==> config.mk <==
export PLATFORM = sky130hd
export DESIGN_NAME = imem_responder
export DESIGN_NICKNAME = d
export VERILOG_FILES = /design/src/rtl/imem_responder.sv
export SDC_FILE = /design/constraint.sdc
export NUM_CORES = 2
export LEC_CHECK = 0
export CORE_MARGIN = 1
export CORE_UTILIZATION = 45
export CTS_BUF_LIST = sky130_fd_sc_hd__clkbuf_8
export CTS_CLUSTER_SIZE = 16
export DETAILED_ROUTE_END_ITERATION = 10
export MAX_ROUTING_LAYER = met4
export PLACE_DENSITY = 0.61
export SLEW_MARGIN = 40
export SYNTH_ARGS = -nofsm -noshare
export SYNTH_HDL_FRONTEND = slang
export SYNTH_SLANG_ARGS = --single-unit
==> constraint.sdc <==
create_clock -name clk -period 44.5 [get_ports clk]
set_input_delay 6.675 -clock clk [delete_from_list [all_inputs] [get_ports clk]]
set_output_delay 6.675 -clock clk [all_outputs]
set_load 0.02 [all_outputs]
==> src/rtl/imem_responder.sv <==
// imem_responder: direct-mapped instruction cache front end. Hits answer one
// cycle after acceptance; misses fetch a 32-byte line as a four-beat 64-bit
// burst from backing memory, install it and answer from the fill data.
//
// Handshakes: a fetch is taken in a cycle where input_valid && imem_read &&
// !imem_stall && !flush; imem_resp is a one-cycle pulse, with imem_rdata and
// imem_raddr holding their values while it is low. On the memory side
// bmem_read stays high (with a stable bmem_addr) until bmem_ready is seen
// high on a rising edge; afterwards every cycle with bmem_rvalid high carries
// one beat, beat k filling line bits [64k+63:64k].
module imem_responder #(
  parameter int LINES = 8
) (
  input  logic        clk,
  input  logic        rst,
  input  logic        input_valid,
  input  logic        imem_read,
  input  logic [31:0] imem_addr,
  input  logic        flush,
  output logic [31:0] imem_rdata,
  output logic        imem_resp,
  output logic [31:0] imem_raddr,
  output logic        imem_stall,
  output logic [31:0] bmem_addr,
  output logic        bmem_read,
  input  logic        bmem_ready,
  input  logic        bmem_rvalid,
  input  logic [63:0] bmem_rdata,
  output logic [1:0]  dbg_state
);

  localparam int IDX_W = $clog2(LINES);
  localparam int TAG_W = 27 - IDX_W;

  typedef enum logic [1:0] {
    IDLE      = 2'd0,
    MISS_REQ  = 2'd1,
    MISS_FILL = 2'd2
  } state_t;

  state_t             state_q, state_d;
  logic [LINES-1:0]   valid_q, valid_d;
  logic [TAG_W-1:0]   tag_q  [LINES];
  logic [255:0]       data_q [LINES];
  logic [31:0]        miss_addr_q, miss_addr_d;
  logic [1:0]         beat_q, beat_d;
  logic [191:0]       fill_q, fill_d;
  logic               kill_q, kill_d;
  logic               resp_q, resp_d;
  logic [31:0]        rdata_q, rdata_d;
  logic [31:0]        raddr_q, raddr_d;
  logic               bread_q, bread_d;
  logic [31:0]        baddr_q, baddr_d;

  logic [IDX_W-1:0]   req_idx, miss_idx;
  logic [TAG_W-1:0]   req_tag, miss_tag;
  logic [2:0]         req_off, miss_off;
  logic [255:0]       hit_line, fill_line;
  logic [31:0]        hit_word, fill_word;
  logic               accept, req_hit, install;

  assign imem_stall = (state_q != IDLE);
  assign accept     = input_valid && imem_read && !imem_stall && !flush;

  assign req_idx    = imem_addr[5 +: IDX_W];
  assign req_tag    = imem_addr[31 -: TAG_W];
  assign req_off    = imem_addr[4:2];
  assign miss_idx   = miss_addr_q[5 +: IDX_W];
  assign miss_tag   = miss_addr_q[31 -: TAG_W];
  assign miss_off   = miss_addr_q[4:2];

  assign hit_line   = data_q[req_idx];
  assign hit_word   = hit_line[{req_off, 5'b00000} +: 32];
  assign req_hit    = valid_q[req_idx] && (tag_q[req_idx] == req_tag);

  // The last beat arrives straight from the bus; earlier beats sit in fill_q.
  assign fill_line  = {bmem_rdata, fill_q};
  assign fill_word  = fill_line[{miss_off, 5'b00000} +: 32];
  assign install    = (state_q == MISS_FILL) && bmem_rvalid && (beat_q == 2'd3);

  // Next-state and registered-output logic for the hit/miss/fill sequence.
  always_comb begin
    state_d     = state_q;
    valid_d     = valid_q;
    miss_addr_d = miss_addr_q;
    beat_d      = beat_q;
    fill_d      = fill_q;
    kill_d      = kill_q;
    resp_d      = 1'b0;
    rdata_d     = rdata_q;
    raddr_d     = raddr_q;
    bread_d     = bread_q;
    baddr_d     = baddr_q;
    case (state_q)
      IDLE: begin
        if (accept) begin
          if (req_hit) begin
            resp_d  = 1'b1;
            rdata_d = hit_word;
            raddr_d = imem_addr;
          end else begin
            miss_addr_d = imem_addr;
            kill_d      = 1'b0;
            bread_d     = 1'b1;
            baddr_d     = {imem_addr[31:5], 5'b00000};
            state_d     = MISS_REQ;
          end
        end
      end
      MISS_REQ: begin
        // A flush only cancels the answer; the line is still fetched.
        if (flush) kill_d = 1'b1;
        if (bmem_ready) begin
          bread_d = 1'b0;
          beat_d  = 2'd0;
          state_d = MISS_FILL;
        end
      end
      MISS_FILL: begin
        if (flush) kill_d = 1'b1;
        if (bmem_rvalid) begin
          beat_d = beat_q + 2'd1;
          if (beat_q == 2'd3) begin
            valid_d[miss_idx] = 1'b1;
            state_d           = IDLE;
            kill_d            = 1'b0;
            if (!(kill_q || flush)) begin
              resp_d  = 1'b1;
              rdata_d = fill_word;
              raddr_d = miss_addr_q;
            end
          end else begin
            case (beat_q)
              2'd0:    fill_d[63:0]    = bmem_rdata;
              2'd1:    fill_d[127:64]  = bmem_rdata;
              default: fill_d[191:128] = bmem_rdata;
            endcase
          end
        end
      end
      default: state_d = IDLE;
    endcase
  end

  // Control state, valid bits and outputs; reset abandons any burst in flight.
  always_ff @(posedge clk or negedge rst) begin
    if (!rst) begin
      state_q     <= IDLE;
      valid_q     <= '0;
      miss_addr_q <= '0;
      beat_q      <= 2'd0;
      fill_q      <= '0;
      kill_q      <= 1'b0;
      resp_q      <= 1'b0;
      rdata_q     <= '0;
      raddr_q     <= '0;
      bread_q     <= 1'b0;
      baddr_q     <= '0;
    end else begin
      state_q     <= state_d;
      valid_q     <= valid_d;
      miss_addr_q <= miss_addr_d;
      beat_q      <= beat_d;
      fill_q      <= fill_d;
      kill_q      <= kill_d;
      resp_q      <= resp_d;
      rdata_q     <= rdata_d;
      raddr_q     <= raddr_d;
      bread_q     <= bread_d;
      baddr_q     <= baddr_d;
    end
  end

  // Tag and data arrays need no reset: valid_q guards every lookup.
  always_ff @(posedge clk) begin
    if (install) begin
      data_q[miss_idx] <= fill_line;
      tag_q[miss_idx]  <= miss_tag;
    end
  end

  assign imem_resp  = resp_q;
  assign imem_rdata = rdata_q;
  assign imem_raddr = raddr_q;
  assign bmem_read  = bread_q;
  assign bmem_addr  = baddr_q;
  assign dbg_state  = state_q;

endmodule

==> impl_metrics.yaml <==
setup_path:
  setup.worst_path.end: "imem_rdata[8]"
  path_delay_family: "buffers and inverters"
  cp-end-kind: "flip-flop"
  cp.arrival_ns: 12.48
  r2r-start: "dbg_state[0]"
  worstSetupStartpointType: "primary input"
  cp_slowest_cell: "buf_4"
  worstPathCellList: "buf_8, buf_4, buf_4, mux4_2, mux2i_1, xor2_1, nand4_1, nor4_1, nand4_1, a21oi_4, buf_8, buf_4, mux2_2"
  cpPeakStageDelay_ns: 0.73
  r2r_cells: 8
  crit_path_frequent_cell: "buf_4"
  crit_fanout: 80
  path_buf_inv: 5
  r2r-end: "data_q[2][122]"
  rrSetupSlack_ns: 39.90
  cp-startpoint: "imem_addr[6]"
  critPathRequiredTime_ns: 45.44
  worstSetupPathDepth: 13
  critPathKind: "primary input to flip-flop"
grt:
  grtUsageTotal: 0.229
  grt_max_degree: 127
  grt_pass1_wl_um: 360000
  grt_pass1_vias: 52100
  antenna_found_initial: 13
  overflow: 0
power_and_ir_drop:
  p_leak_nw: 38.1
  powerDensity_nw_per_um2: 52.5
  max-vdd-ir-drop_mv: 0.0415
clocking:
  cts_tree: "done"
  cts_resized: 0
  cts.reportedPaths.clkPinSlew_ns: 0.06
  cts.sinks: 2543
  clock_path_buffers: 4
  worstSkewPairLatency_ns: 1.09
  post_cts_buffers: 0
  numCtsBuffers: 406
  hold_buffers: 0
  root_buffer: "clkbuf_8"
  htree_levels: 5
synth:
  yosys-top-cells-area: "edfxtp_1 68%, mux4_2 11%, dfrtp_1 7.7%, mux2_2 3.7%, mux2i_1 3.4%"
  synth_cell_types: 49
  synthCells: 4772
  ys_seq_elements: 2543
  seq_area_frac_synth: 0.756
  synthArstFlopShare: 0.119
  synth_edf_count: 2240
  ys.flop_type: "edfxtp_1"
  synth.top_cell.area_share: 0.679
  netlist_area_um2: 99000
  syn_avg_cell_area_um2: 20.8
  yosysWarnings: 0
  yosysTopAreaCell: "edfxtp_1"
sta:
  worst_clock_skew_ns: 0.0619
  rsz0062_at_grt: "no"
  slew_headroom: 0.418
  setup-violations-final: 0
  setup_tns_ns: 0
  period_minus_slack_ns: 11.54
  worst_pin_slew_ns: 0.873
  fin_crit_sh: 0.259
  hold_viol_final: 0
  max_freq_mhz: 86.7
  drv_slew: 0
floorplanning:
  core_um2: 218000
  io_pins: 204
  die_x_um: 471
  rows: 171
  die_y_um: 471
  die_area_um2: 222000
  start_util: 0.455
drt:
  drtAntennaViolNets: 0
  drt_pass1_iterations: 7
  initialDrtViolationCount: 4696
  route.vias.total: 49900
  vias_per_cell: 5.95
  wl_um: 246000
  wl_per_cell_um: 29.3
  drc: 0
final_layout:
  fin_nets: 5325
  drive_gt1_frac: 0.270
  post-route-cell-area_um2: 113000
  layout_commonest_cell: "edfxtp_1"
  final_cell_mix: "2240 x edfxtp_1, 476 x mux4_2, 460 x clkbuf_8"
  area_growth_pct: 13.7
placement:
  portBuffers: 198
  post-dp-hpwl_um: 129000
  gp_congestion: 0.761
  place_area_um2: 105000
run_status:
  status: "completed"
hold_path:
  min_path_type: "flip-flop to flip-flop"
flow_run:
  cap_violations: 0
==> logic make-up (layout without fill, tap and decap cells) <==
family	count (synthesis)	after routing	share of synthesized area
DFF	2543	2543	0.756
muxes	1140	1140	0.180
AOI/OAI and AO/OA	403	403	0.0299
and+or+nand+nor	348	348	0.0180
buffers and inverters	314	1071	0.0144
xor gates and xnor gates	15	15	0.00133
adders and majority gates	8	8	0.00101
other	1	12	0.0000379
==> through the flow <==
| stage | utilization | hold WS [ns] | std cells | total power, mW | setup WS (ns) |
|---|---|---|---|---|---|
| 6_report | 0.517 | 0.461 | 8394 | 5.91 | 32.96 |
| 3_3_place_gp | 0.479 | 0.446 | 7637 | 4.09 | 31.58 |
| 4_1_cts | 0.516 | 0.464 | 8379 | 5.96 | 33.00 |
| 2_1_floorplan | - | 0.434 | 4776 | 3.71 | 16.54 |
| 5_1_grt | 0.517 | 0.483 | 8394 | 6.13 | 32.82 |
| 3_5_place_dp | 0.482 | 0.450 | 7652 | 4.12 | 31.85 |
==> sequential cells by signal, summed over array words and instances (netlist names) <==
| register | flops |
|---|---|
| data_q | 2048 |
| fill_q | 192 |
| tag_q | 192 |
| imem_raddr | 32 |
| imem_rdata | 32 |
| miss_addr_q | 31 |
| valid_q | 8 |
| beat_q | 2 |
| dbg_state | 2 |
| bmem_addr | 1 |
| bmem_read | 1 |
| imem_resp | 1 |
| kill_q | 1 |
==> worst min path at each step <==
stage / endpoint / start / slack, ns / cells after the start
floorplan: valid_q[1] / valid_q[1] / 0.43 / 1
global placement: valid_q[1] / valid_q[1] / 0.45 / 1
detailed placement: valid_q[4] / valid_q[4] / 0.45 / 1
CTS: valid_q[4] / valid_q[4] / 0.46 / 1
global route: valid_q[4] / valid_q[4] / 0.48 / 1
finish: valid_q[4] / valid_q[4] / 0.46 / 1
==> cell type report <==
type                    count  area, um^2
fillers                 17200      105000
flip-flops and latches   2543       74900
multi-input cells        1919       23000
clock buffers             460        6330
repair buffers            335        3650
well taps                2854        3570
clock inverters           267        1140
inverters                   9        33.8
diodes                      7        17.5
==> cell usage after synthesis (3+ instances only) <==
master / count
dfrtp_1: 303
nand4_1: 43
nor2_1: 20
buf_1: 48
clkbuf_1: 143
edfxtp_1: 2240
a22o_1: 43
a221oi_1: 65
nor2b_1: 12
and3_1: 33
mux4_2: 476
a21oi_1: 68
xnor2_1: 3
nand3_1: 109
and2_1: 4
nand2_1: 86
mux2_2: 322
mux2_1: 6
buf_4: 42
nand2b_1: 4
ha_1: 8
buf_2: 72
o22ai_1: 4
o21ai_0: 15
nor3_1: 5
nor4_1: 6
mux2i_1: 336
or3_1: 10
nand3b_1: 4
a22oi_1: 195
inv_1: 8
xor2_1: 12
or2_2: 9
==> power by group <==
part	internal [mW]	switching (mW)
Sequential	2.96	0.305
Combinational	0.405	0.405
Clock	0.956	0.884
==> per-layer routing <==
metal,GRT usage,vias up,part of all wire
met5,-,-,0
met4,0.0601,0,0.020
met3,0.0346,341,0.060
met2,0.361,1795,0.49
met1,0.314,27100,0.43
li1,-,20700,-
No activity file was read; power rests on OpenSTA's default activity.
